`src/rtl/instr_fetch_queue.sv`:
```
`default_nettype none
// ============================================================================
// instr_fetch_queue : fetch-PC sequencer and instruction queue toward IF_ID
// Revision 1.0
// ============================================================================
module instr_fetch_queue #(
    parameter logic [31:0] RESET_PC = 32'h0000_0000,
    parameter int          QDEPTH   = 4
) (
    input  logic                      clk_i_IFQ,
    input  logic                      rst_i_IFQ,
    input  logic                      redirect_i,
    input  logic [31:0]               redirect_pc_i,
    output logic                      imem_req_o,
    output logic [31:0]               imem_addr_o,
    input  logic [31:0]               imem_rdata_i,
    output logic                      instr_valid_o,
    output logic [31:0]               instr_o,
    output logic [31:0]               pc_addr_o,
    input  logic                      instr_ready_i,
    output logic [$clog2(QDEPTH):0]   q_count_o
);

    localparam int PW = $clog2(QDEPTH);
    localparam int CW = PW + 1;
    localparam int OW = CW + 1;

    typedef enum logic [1:0] {
        ST_BOOT  = 2'd0,
        ST_RUN   = 2'd1,
        ST_FLUSH = 2'd2
    } state_e;

    state_e          state_q, state_d;
    logic [31:0]     pc_q, pc_d;
    logic [31:0]     req_addr_q, req_addr_d;
    logic            inflight_q, inflight_d;
    logic [PW-1:0]   rd_ptr_q, rd_ptr_d;
    logic [PW-1:0]   wr_ptr_q, wr_ptr_d;
    logic [CW-1:0]   count_q, count_d;

    logic [31:0]     instr_mem_q [QDEPTH];
    logic [31:0]     addr_mem_q  [QDEPTH];

    logic            w_discard;
    logic            w_inflight;
    logic [OW-1:0]   w_occ;
    logic            w_req;
    logic            w_push;
    logic            w_pop;
    logic            w_unused;

    // The two low target bits are dropped: fetch is always word aligned.
    assign w_unused = ^redirect_pc_i[1:0];

    always_comb begin
        w_discard  = (state_q == ST_FLUSH) || redirect_i;
        w_inflight = inflight_q && !w_discard;
        w_occ      = {1'b0, count_q} + OW'(w_inflight);
        w_req      = (state_q != ST_BOOT) && !redirect_i && (w_occ < OW'(QDEPTH));
        w_push     = w_inflight;
        w_pop      = (count_q != '0) && instr_ready_i;
    end

    always_comb begin
        state_d    = state_q;
        pc_d       = pc_q;
        req_addr_d = req_addr_q;
        inflight_d = w_req;
        rd_ptr_d   = rd_ptr_q;
        wr_ptr_d   = wr_ptr_q;
        count_d    = count_q;

        case (state_q)
            ST_BOOT:  state_d = ST_RUN;
            ST_RUN:   state_d = redirect_i ? ST_FLUSH : ST_RUN;
            ST_FLUSH: state_d = redirect_i ? ST_FLUSH : ST_RUN;
            default:  state_d = ST_BOOT;
        endcase

        if (w_req) begin
            req_addr_d = pc_q;
        end

        // A redirect wins over any same-cycle push, pop or PC advance.
        if (redirect_i) begin
            pc_d     = {redirect_pc_i[31:2], 2'b00};
            rd_ptr_d = '0;
            wr_ptr_d = '0;
            count_d  = '0;
        end else begin
            if (w_req) begin
                pc_d = pc_q + 32'd4;
            end
            if (w_push) begin
                wr_ptr_d = wr_ptr_q + PW'(1);
            end
            if (w_pop) begin
                rd_ptr_d = rd_ptr_q + PW'(1);
            end
            count_d = count_q + CW'(w_push) - CW'(w_pop);
        end
    end

    always_ff @(posedge clk_i_IFQ or posedge rst_i_IFQ) begin
        if (rst_i_IFQ) begin
            state_q    <= ST_BOOT;
            pc_q       <= RESET_PC;
            req_addr_q <= '0;
            inflight_q <= 1'b0;
            rd_ptr_q   <= '0;
            wr_ptr_q   <= '0;
            count_q    <= '0;
        end else begin
            state_q    <= state_d;
            pc_q       <= pc_d;
            req_addr_q <= req_addr_d;
            inflight_q <= inflight_d;
            rd_ptr_q   <= rd_ptr_d;
            wr_ptr_q   <= wr_ptr_d;
            count_q    <= count_d;
        end
    end

    always_ff @(posedge clk_i_IFQ) begin
        if (w_push) begin
            instr_mem_q[wr_ptr_q] <= imem_rdata_i;
            addr_mem_q[wr_ptr_q]  <= req_addr_q;
        end
    end

    // Head data is masked while empty so reset and flush show zeros.
    assign imem_req_o    = w_req;
    assign imem_addr_o   = pc_q;
    assign instr_valid_o = (count_q != '0);
    assign instr_o       = instr_valid_o ? instr_mem_q[rd_ptr_q] : 32'h0;
    assign pc_addr_o     = instr_valid_o ? addr_mem_q[rd_ptr_q]  : 32'h0;
    assign q_count_o     = count_q;

endmodule
`default_nettype wire

```
`config.mk`:
```
export PLATFORM = sky130hd
export DESIGN_NAME = instr_fetch_queue
export DESIGN_NICKNAME = d
export VERILOG_FILES = /design/src/rtl/instr_fetch_queue.sv
export SDC_FILE = /design/constraint.sdc
export NUM_CORES = 1
export LEC_CHECK = 0
export CAP_MARGIN = 20
export CORE_AREA = 2 2 196 198
export DETAILED_ROUTE_END_ITERATION = 12
export DIE_AREA = 0 0 198 200
export PLACE_DENSITY = 0.64
export SLEW_MARGIN = 20
export SYNTH_ARGS = -nofsm -noshare
export SYNTH_HDL_FRONTEND = slang
export SYNTH_SLANG_ARGS = --single-unit
```
`constraint.sdc`:
```
create_clock -name clk_i_IFQ -period 3.3 [get_ports clk_i_IFQ]
set_input_delay 0.66 -clock clk_i_IFQ [delete_from_list [all_inputs] [get_ports clk_i_IFQ]]
set_output_delay 0.66 -clock clk_i_IFQ [all_outputs]
set_load 0.01 [all_outputs]
```
==> results.yml <==
outcome:
  run_status: "finished clean"
drt:
  drt_iter0_markers: 379
  route.vias.total: 7133
  wire_per_inst_um: 20.35
  wirelength_mm: 29.73
  vias_per_cell: 4.882
  drt_pass1_iterations: 5
  drc: 0
  antenna_violating_nets_post_route: 0
grt:
  grt_pass1_wl_mm: 44.86
  first_global_vias: 7406
  antenna_violations_before_repair: 1
  grt_start_max_net_pins: 47
  globalRouteTotalUtil_pct: 15.13
  globalRouteOverflowTotal: 0
synthesis:
  yosys_register_bits: 318
  synth_common_cells: "248 x sky130_fd_sc_hd__edfxtp_1, 70 x sky130_fd_sc_hd__dfrtp_1, 68 x sky130_fd_sc_hd__and2_1"
  ys.flop_type: "sky130_fd_sc_hd__edfxtp_1"
  synth.top_cell.area_share_pct: 57.29
  synth_top_cells_by_area: "sky130_fd_sc_hd__edfxtp_1 57%, sky130_fd_sc_hd__dfrtp_1 13%, sky130_fd_sc_hd__mux4_2 11%, sky130_fd_sc_hd__and2_1 3.3%, sky130_fd_sc_hd__mux2_2 3.1%"
  yosys_warnings: 0
  synth.avg_cell_area_um2: 17.91
  async_reset_ff_share_pct: 22.01
  netlist.top_cell.by_area: "sky130_fd_sc_hd__edfxtp_1"
  synth_most_common_cell: "sky130_fd_sc_hd__edfxtp_1"
  netlist_cell_types: 53
  syn_area_mm2: 0.01300
  portion_of_the_post_synthesis_area_used_by_sequential_elements_pct: 70.76
  postSynthCellCount: 726
  synth_enable_flop_cells: 248
job:
  max_cap_violations: 0
die:
  core.rowCount: 71
  floorplan.initialDensity_pct: 34.76
  die_y_um: 200
  floorplan.io_pins: 169
  coreArea_mm2: 0.03740
  total_die_area_mm2: 0.03960
  die_width_um: 198
worst_hold_path:
  holdCritPathClass: "reg -> reg"
worst_setup_path:
  worst_path_largest_cell_delay_ns: 0.54
  cp_slowest_cell: "sky130_fd_sc_hd__dfrtp_4"
  setup.worst_path.start_class: "register"
  end_kind: "output port"
  crit_type: "reg -> out"
  path_cells: "buf_16, mux4_2, and2_1, clkdlybuf4s50_1"
  crit_required_ns: 2.64
  arrival_ns: 2.51
  critPathMaxFanout: 23
timing:
  post_route_fraction_of_the_period_consumed_by_the_critical_path_pct: 96.06
  timing.slew.headroom_pct: 41.03
  worst_pin_slew_ns: 0.8835
  finalHoldViolCount: 0
  slew_viol_final: 0
  endpoints_failing_setup: 0
  post-route-min-period_ns: 3.170
  totalNegativeSetupSlack_ns: 0
  fin_worst_hold_slack_ns: 0.5187
  grt_setup_unrepaired: "false"
  fin_skew_ns: 0.01100
  clock.fmax_ghz: 0.3154
cts:
  cts-htree-levels: 2
  cts_tree: "done"
  maximum_count_of_clock_buffers_along_a_single_path: 3
  clockRootBuffer: "sky130_fd_sc_hd__clkbuf_16"
  clock_latency_ns: 0.51
  path_clk_slew_ns: 0.06
  cts.sink_count: 318
  cts_buf_count: 37
pwr:
  leakagePower_nw: 5.672
  vdd_drop_max_uv: 324.5
  fin_total_pwr_mw: 13.58
  p_per_area_mw_per_mm2: 810.0
placement:
  place_congestion: 0.7469
  dpl.hpwl_mm: 19.09
  port_buffer_count: 162
finish:
  flow.area_growth_from_synthesis_pct: 29.00
  final_layout_size_suffix_gt1_share_pct: 22.21
  layout.nets: 1002
  n_antenna_cell: 0
==> placed cells by master, fill, tap and decap left out, drive strengths merged, types with 6 or more instances in the layout <==
master	count
edfxtp	248
clkdlybuf4s50	160
dfrtp	70
and2	70
mux4	62
clkbuf	46
mux2	36
buf	34
nand2	30
nor2	20
clkinv	15
nand3	14
inv	13
ha	11
xnor2	10
o21ai	10
a211oi	9
or4	9
xor2	7
mux2i	6
a31oi	6
==> critical path, delay by kind of cell (launching register included) <==
kind | cells | cell delay [ns]
and+or+nand+nor | 1 | 0.19
buffers and inverters | 2 | 0.73
DFF | 1 | 0.54
muxes | 1 | 0.51
==> metrics by stage <==
step	util, %	std cells	cell area (um^2)	setup slack (ns)
after floorplan	-	729	13010	0.01527
after global placement	41.24	1390	15420	0.3967
after detailed placement	41.24	1390	15420	0.3795
after CTS	44.69	1459	16710	0.0009597
after global routing	44.84	1461	16770	0.007155
final	44.84	1461	16770	0.1299
==> report_power, final <==
part | switching [mW] | internal (mW) | total [mW]
sequential | 0.453 | 5.05 | 5.50
clock | 1.60 | 2.58 | 4.18
combinational | 1.70 | 2.21 | 3.91
total | 3.75 | 9.83 | 13.6
==> flip-flops by register name, indices dropped and copies added, names as in the netlist <==
signal       count
instr_mem_q    128
addr_mem_q     120
imem_addr_o     30
req_addr_q      30
q_count_o        3
rd_ptr_q         2
state_q          2
wr_ptr_q         2
inflight_q       1
==> path summary, 6_finish.rpt <==
kind                                startpoint                end  slack (ns)  cells after the start
worst max-delay path               rd_ptr_q[0]      pc_addr_o[31]        0.13                      4
worst min-delay path            req_addr_q[18]  addr_mem_q[0][18]        0.52                      0
worst max register to register      state_q[0]    imem_addr_o[26]        0.49                      8
worst min register to register  req_addr_q[18]  addr_mem_q[0][18]        0.52                      0
max in group asynchronous            rst_i_IFQ     req_addr_q[13]        1.91                      3
min in group asynchronous            rst_i_IFQ     req_addr_q[29]        0.63                      2
==> area by class of cell <==
class                      count  area (um^2)
fill                        3259        20630
sequential                   318         9206
multi-input combinational    357         3585
timing repair buffer         195         2032
clock buffer                  46         1012
tap                          511        639.4
clock inverter                21        245.2
inverter                      13        50.05
==> cell families after synthesis <==
logic type / synth area share (%)
multiplexers: 14.32
adder cells (fa/ha/maj): 1.213
AO/OA/AOI/OAI: 2.753
other: 0.02885
XOR/XNOR: 1.145
AND/OR/NAND/NOR: 7.757
flip-flops: 70.76
buffers and inverters: 2.021
==> what timing repair did <==
item,CTS,global route
gates resized for setup,1,5
setup endpoints to repair,61,3
hold buffers,0,0
buffers inserted,2,2
==> per-layer routing <==
layer  up-vias  track usage, %  wire (um)
li1       3225               -          -
met1      3663           20.09      13000
met2       196           25.31      14410
met3        47           3.461       1758
met4         2           3.787        546
met5         -               0         13
Note: power is estimated with default switching activity, not from simulation.
